--- src/rtl/pe256_sched.sv ---
// Request scheduler for 256 sticky requesters: grants one at a time, highest index first,
// over a valid/ack handshake with a per-grant timeout. Includes the 256-input priority encoder.

module pe256_from_64 (
   input  logic [255:0] d,
   output logic [7:0]   q,
   output logic         v
);

   logic [3:0] grp_v;
   logic [5:0] grp_q [4];

   // Four 64-bit slices are encoded independently; the highest non-empty slice supplies the index.
   always_comb begin
      q = 8'd0;
      for (int g = 0; g < 4; g++) begin
         grp_v[g] = |d[g*64 +: 64];
         grp_q[g] = 6'd0;
         for (int i = 0; i < 64; i++) begin
            if (d[g*64 + i]) grp_q[g] = 6'(i);
         end
      end
      for (int g = 0; g < 4; g++) begin
         if (grp_v[g]) q = {2'(g), grp_q[g]};
      end
      v = |grp_v;
   end

endmodule

module pe256_sched #(
   parameter int N      = 256,
   parameter int W      = 8,
   parameter int TO_CYC = 16
) (
   input  logic         clk,
   input  logic         rst_n,
   input  logic [N-1:0] req,
   input  logic [N-1:0] mask,
   input  logic         clr_all,
   output logic         grant_valid,
   output logic [W-1:0] grant_id,
   input  logic         grant_ack,
   output logic         timeout,
   output logic [N-1:0] pend,
   output logic         pend_any
);

   typedef enum logic [1:0] {IDLE, ENC, GRANT} state_t;

   localparam bit          TO_EN   = (TO_CYC != 0);
   localparam logic [15:0] TO_LAST = TO_EN ? 16'(TO_CYC - 1) : 16'd0;

   state_t         state_q, state_d;
   logic [N-1:0]   pend_q, pend_d;
   logic [N-1:0]   clr_vec, avail, grant_onehot;
   logic [W-1:0]   grant_id_q, grant_id_d;
   logic [W-1:0]   enc_q;
   logic           enc_v;
   logic [15:0]    cnt_q, cnt_d;
   logic           expire;

   assign avail        = pend_q & ~mask;
   assign grant_onehot = {{(N-1){1'b0}}, 1'b1} << grant_id_q;
   assign expire       = (state_q == GRANT) && !grant_ack && TO_EN && (cnt_q == TO_LAST);

   pe256_from_64 u_enc (
      .d (avail),
      .q (enc_q),
      .v (enc_v)
   );

   always_comb begin
      state_d    = state_q;
      grant_id_d = grant_id_q;
      cnt_d      = cnt_q;
      clr_vec    = '0;
      case (state_q)
         IDLE: begin
            if (|avail) state_d = ENC;
         end
         ENC: begin
            // A clr_all arriving in ENC would otherwise grant a bit that is being wiped this edge.
            if (enc_v && !clr_all) begin
               grant_id_d = enc_q;
               cnt_d      = 16'd0;
               state_d    = GRANT;
            end else begin
               state_d = IDLE;
            end
         end
         GRANT: begin
            if (grant_ack) begin
               clr_vec = grant_onehot;
               state_d = (|(avail & ~grant_onehot)) ? ENC : IDLE;
            end else if (expire) begin
               clr_vec = grant_onehot;
               state_d = IDLE;
            end else if (cnt_q != 16'hFFFF) begin
               cnt_d = cnt_q + 16'd1;
            end
         end
         default: state_d = IDLE;
      endcase
      if (clr_all) clr_vec = '1;
      pend_d = (pend_q & ~clr_vec) | req;
   end

   always_ff @(posedge clk or negedge rst_n) begin
      if (!rst_n) begin
         state_q    <= IDLE;
         pend_q     <= '0;
         grant_id_q <= '0;
         cnt_q      <= 16'd0;
      end else begin
         state_q    <= state_d;
         pend_q     <= pend_d;
         grant_id_q <= grant_id_d;
         cnt_q      <= cnt_d;
      end
   end

   assign grant_valid = (state_q == GRANT);
   assign grant_id    = grant_id_q;
   assign timeout     = expire;
   assign pend        = pend_q;
   assign pend_any    = |avail;

endmodule

--- config.mk ---
export PLATFORM = sky130hd
export DESIGN_NAME = pe256_sched
export DESIGN_NICKNAME = d
export VERILOG_FILES = /design/src/rtl/pe256_sched.sv
export SDC_FILE = /design/constraint.sdc
export NUM_CORES = 1
export LEC_CHECK = 0
export CORE_AREA = 2 2 308 310
export CTS_BUF_LIST = sky130_fd_sc_hd__clkbuf_8
export CTS_CLUSTER_DIAMETER = 120
export CTS_CLUSTER_SIZE = 12
export DETAILED_ROUTE_END_ITERATION = 8
export DIE_AREA = 0 0 310 312
export SLEW_MARGIN = 20
export SYNTH_ARGS = -nofsm -noshare
export SYNTH_HDL_FRONTEND = slang
export SYNTH_SLANG_ARGS = --single-unit
--- constraint.sdc ---
create_clock -name clk -period 2.8 [get_ports clk]
set_input_delay 0.42 -clock clk [delete_from_list [all_inputs] [get_ports clk]]
set_output_delay 0.42 -clock clk [all_outputs]
set_load 0.005 [all_outputs]
---- Word level (Yosys, flattened, before mapping) ----
Cells that the tools add are included.
word-level totals
  input bits .............................. 516
  logic and storage cells ................. 310
  bits in registers ....................... 282
operators by class
  mux-type cells .......................... 271
  shift operators ......................... 1
  bitwise gates (word level) .............. 7
  $add $sub $neg .......................... 1
  reductions and logical operators ........ 16
  eq/ne operators ......................... 10
operators with widths
  operator                                                             number
  256-bit two-way mux                                                  4
  6-bit two-way mux                                                    129
  256-bit AND                                                          3
  256-bit NOT                                                          3
  256-bit OR reduction                                                 2
  5-bit two-way mux                                                    64
  256-bit bitwise OR                                                   1
  64-bit OR reduction                                                  4
  1-bit by 8-bit << shifter with 256-bit output, first input constant  1
  4-bit two-way mux                                                    32
  16-bit two-way mux                                                   4
  3-bit two-way mux                                                    16
  16-bit case mux with 2 select lines                                  1
  2-bit two-way mux                                                    12
  16-bit by 1-bit adder with 16-bit output, second input constant      1
  16-bit by 4-bit == test with 1-bit output, second input constant     1
  8-bit two-way mux                                                    2
  16-bit inequality test, second input constant                        1
  2-bit inequality test, second input constant                         4
  7-bit two-way mux                                                    1
  2-bit case mux with 3 select lines                                   1
  1-bit two-way mux                                                    5
  5-bit AND reduction                                                  1
  2-bit AND reduction                                                  2
  8 further kinds                                                      11

---- Logic depth before layout (Yosys ltp) ----
  word-level depth ........................ 69
  mapped depth ............................ 11

---- Modules after synthesis ----
Synthesis repeated with hierarchy kept, for this count alone.
second synthesis, totals
  cell total of the unflattened synthesis .. 2577
  area, all modules ....................... 20632.3 um^2
by module, submodules not included
  module         sequential area each (um^2)  area each (um^2)  cells each  instances
  pe256_sched    7056.8                       17504.3           2022        1
  pe256_from_64  0.0                          3128.0            555         1

---- Least setup slack after synthesis ----
No wires, ideal clock.
  kind .................................... register -> register
  from .................................... register pend_q[92] (netlist: pend[92])
  to ...................................... register cnt_q[15]
  stages on the path, launching flop included .. 9
  path buffers ............................ 1
  clock period less this slack ............ 2.855 ns
  arrival ................................. 2.718 ns
  slack ................................... -0.055 ns
  cells stage by stage .................... dfrtp_1 -> nor2b_1 -> or4_4 -> or4b_4 -> nor4_4 -> a41oi_4 -> o21ai_4 -> buf_6 -> o221ai_1
on the way
  cells in the longest elaborated chain, start to end .. 5
RTL lines
  item                                    line  text
  from (decl)                             55    logic [N-1:0] pend_q, pend_d;
  from (signal assigned)                  117   pend_q <= pend_d;
  256-bit AND                             63    assign avail = pend_q & ~mask;
  256-bit OR reduction                    26    v = |grp_v;
  1-bit logical AND                       84    if (enc_v && !clr_all) begin
  2-bit inequality test (no source line)  --
  5-bit AND reduction (no source line)    --
  to (signal assigned)                    119   cnt_q <= cnt_d;
  to (decl)                               60    logic [15:0] cnt_q, cnt_d;
No other way between the ends.
A chain may end at the register's enable or synchronous reset.

---- Worst setup path after layout ----
  from .................................... register pend_q[95] (netlist: pend[95])
  to ...................................... output pend_any
on the way
  cells in the longest elaborated chain, start to end .. 2
RTL lines
  item                  line  text
  256-bit AND           63
  256-bit OR reduction  127   assign pend_any = |avail;
  to (decl)             46    output logic pend_any
No other way between the ends.

==> flow_metrics.py <==
metrics = {
    "power": {
        "peakVddDrop_mv": 0.407,
        "p_leak_nw": 15.5,
        "power_per_cell_area_nw_per_um2": 459,
    },
    "cells_and_area": {
        "fin_cells": 5398,
        "final_nets": 4654,
        "final_core_util_pct": 40.9,
        "fill_cells": 9642,
        "post_route_cells_drive_above_1_share_pct": 34.7,
        "layout_commonest_cell": "buf_4",
        "areaGrowthSynthToFinish_pct": 91.8,
        "layout_common_cells": "979 x buf_4, 779 x clkdlybuf4s50_1, 376 x nand2_1",
    },
    "clock_network": {
        "clock_path_buffers": 3,
        "htreeDepth": 1,
        "clock_sinks": 282,
        "cts_buffers": 28,
        "path_clk_slew_ns": 0.11,
        "clock_latency_ns": 0.75,
        "cts_tree": "yes",
        "ctsRootBufferMaster": "clkbuf_8",
    },
    "critical_path": {
        "max_stage_delay_ns": 0.58,
        "cp-end-kind": "primary output",
        "path_class": "reg2out",
        "crit_family": "simple AND/OR/NAND/NOR gates",
        "cp_cell_sequence": "nor2b_4, or4_4, or4b_4, nor4_4, buf_4, nand4_1, buf_2",
        "worstPathMaxFanout": 2,
        "cp.arrival_ns": 3.31,
        "cp.required_ns": 2.38,
        "path_buf_inv": 2,
        "crit_path_top_delay_cell": "or4b_4",
        "startpoint_type": "flip-flop",
    },
    "synthesis": {
        "synth_ff_type": "dfrtp_1",
        "async_flop_share_pct": 100,
        "synth_seq_cells": 282,
        "synth.distinct_cells": 80,
        "synthCells": 2422,
        "synth_top_area_share_pct": 35.6,
        "syn_nets": 2943,
        "synth_simple_gate_area_share_pct": 32.8,
        "syn_area_per_cell_um2": 8.19,
        "synth_top_family_by_area": "simple AND/OR/NAND/NOR gates",
        "yosys.area_share.xor_xnor_pct": 0,
        "synth-compound-area-share_pct": 28.0,
        "synthAdderAreaFrac_pct": 0.315,
        "syn_area_um2": 19800,
        "synthMuxAreaShare_pct": 0.0504,
        "synth_edf_count": 0,
        "synth_largest_area_cell": "dfrtp_1",
        "yosys-top-cells-area": "dfrtp_1 36%, a31o_2 11%, nand2b_1 7.7%",
        "seq_area_frac_synth_pct": 35.6,
        "ys_warn_count": 0,
    },
    "sta": {
        "fmax_mhz": 268,
        "slew_viol_final": 0,
        "finClkSkew_ns": 0.0707,
        "setup_viol": 27,
        "setup_ws_ns": -0.933,
        "worst_slew_pin_slew_ns": 1.28,
        "min_period_over_period_pct": 133,
        "max-slew-margin-rel_pct": 13.8,
        "min_period_ns": 3.73,
        "whs_ns": 0.245,
        "rsz0062_at_grt": "true",
        "tns_ns": -13.78,
        "hold_violations": 0,
    },
    "grt": {
        "gr-usage-met1_pct": 41.2,
        "track_usage_pct": 33.0,
        "grt_pass1_wl_um": 225000,
        "antenna_found_initial": 12,
        "use_met3_pct": 7.14,
        "use_met2_pct": 53.1,
        "grt_overflow": 0,
        "first_global_vias": 28900,
        "grt_max_degree": 70,
        "grt-busiest-layer": "met2",
    },
    "run_status": {
        "outcome": "finished, violations left",
        "violations": "setup timing",
    },
    "routing": {
        "dr.pass1.iters": 5,
        "dr_total_vias": 29100,
        "drc": 0,
        "drt_wl_total_um": 166000,
        "avgViaCountPerCell": 5.39,
        "wire_per_inst_um": 30.8,
        "drtAntennaViolNets": 0,
        "drtIter0Drc": 2794,
    },
    "place": {
        "portBuffers": 782,
        "placed_cells": 5345,
        "gp_congestion": 1.07,
        "hpwl_um": 139000,
    },
    "floorplanning": {
        "die_y_um": 312,
        "initial_core_util_pct": 21.3,
        "fp.dieW_um": 310,
        "ios": 783,
        "dieArea_um2": 96700,
        "rows": 112,
        "core_area_um2": 93000,
    },
    "min_path": {
        "min_path_type": "in2reg",
    },
    "run": {
        "max_cap_viol_count": 0,
    },
}
cell type report:
class | count | area (um^2) | area share [%]
clock buffer | 29 | 399 | 1.05
antenna | 7 | 17.5 | 0.0460
tap | 1254 | 1570 | 4.12
multi-input combinational | 1973 | 12700 | 33.3
sequential | 282 | 7060 | 18.6
timing repair buffer | 1816 | 16200 | 42.5
clock inverter | 5 | 53.8 | 0.141
inverter | 32 | 128 | 0.335
per-stage QoR:
step | setup WS, ns | area (um^2) | total power [mW]
after floorplan | 0.0833 | 19800 | 7.49
after global placement | -1.20 | 37000 | 14.1
after detailed placement | -1.22 | 37000 | 14.1
after CTS | -0.975 | 37700 | 17.1
after global routing | -0.961 | 38100 | 17.9
final | -0.933 | 38100 | 17.5
worst register-to-register path, stage by stage (launching register included):
cell      delay [ns]
dfrtp_1         0.39
nor2b_4         0.13
or4_4           0.53
or4b_4          0.58
nor4_4          0.40
buf_4           0.22
buf_4           0.12
buf_4           0.10
nand4b_1        0.16
buf_12          0.19
a31oi_4         0.14
a211oi_2        0.08
a32oi_1         0.19
state kept, by name, indices dropped and copies added (netlist names):
signal and count:
grant_id 8, state_q 2, pend 256, cnt_q 16
kinds of logic (layout without fill, tap and decap cells):
kind of cell               count (synthesis)  count (layout)
other                                      0               7
muxes                                      1               1
AOI/OAI and AO/OA                        769             769
buffers and inverters                    168            1882
adders and majority gates                  5               5
and+or+nand+nor                         1197            1198
DFF                                      282             282
path summary, 6_finish.rpt:
path	end	slack, ns	cells after the start	start
max	pend_any	-0.93	7	pend[95]$_DFF_PN0_
min in group asynchronous	pend[132]$_DFF_PN0_	0.32	2	rst_n
min reg2reg	pend[155]$_DFF_PN0_	0.54	1	pend[155]$_DFF_PN0_
min	pend[23]$_DFF_PN0_	0.25	2	req[23]
max reg2reg	grant_id[1]$_DFFE_PN0P_	-0.55	12	pend[95]$_DFF_PN0_
max in group asynchronous	pend[238]$_DFF_PN0_	1.72	3	rst_n
layer usage:
layer | wire (um) | part of all wire [%]
met5 | 74 | 0.045
met4 | 10400 | 6.3
met3 | 13600 | 8.2
met2 | 75700 | 46
met1 | 66400 | 40
synthesized netlist by cell type (18+ instances only):
cell type    n
nand2_1    377
dfrtp_1    282
a31o_2     259
nand2b_1   245
a21oi_1    153
clkbuf_1   115
nor2b_1    110
a31oi_1    103
nor2_1      96
nand4_1     81
o21ai_0     76
nor4_1      60
nand3_1     54
nor3_1      41
inv_1       31
and4_1      21
and2_1      20
o211ai_1    20
a41oi_1     18
power breakdown:
| part | internal, mW | leakage, nW | switching [mW] |
|---|---|---|---|
| clock network | 1.03 | 0.243 | 1.77 |
| logic | 4.77 | 12.2 | 5.31 |
| registers | 4.38 | 3.08 | 0.218 |
timing repair:
item / CTS / global route
pin swaps: 20 / 24
endpoints found under the hold margin: 52 / 0
hold buffers: 1 / 0
gates cloned: 1 / 0
setup buffers: 9 / 6
setup endpoints to repair: 37 / 41
resized for setup: 59 / 65
(Power assumes the default switching activity.)
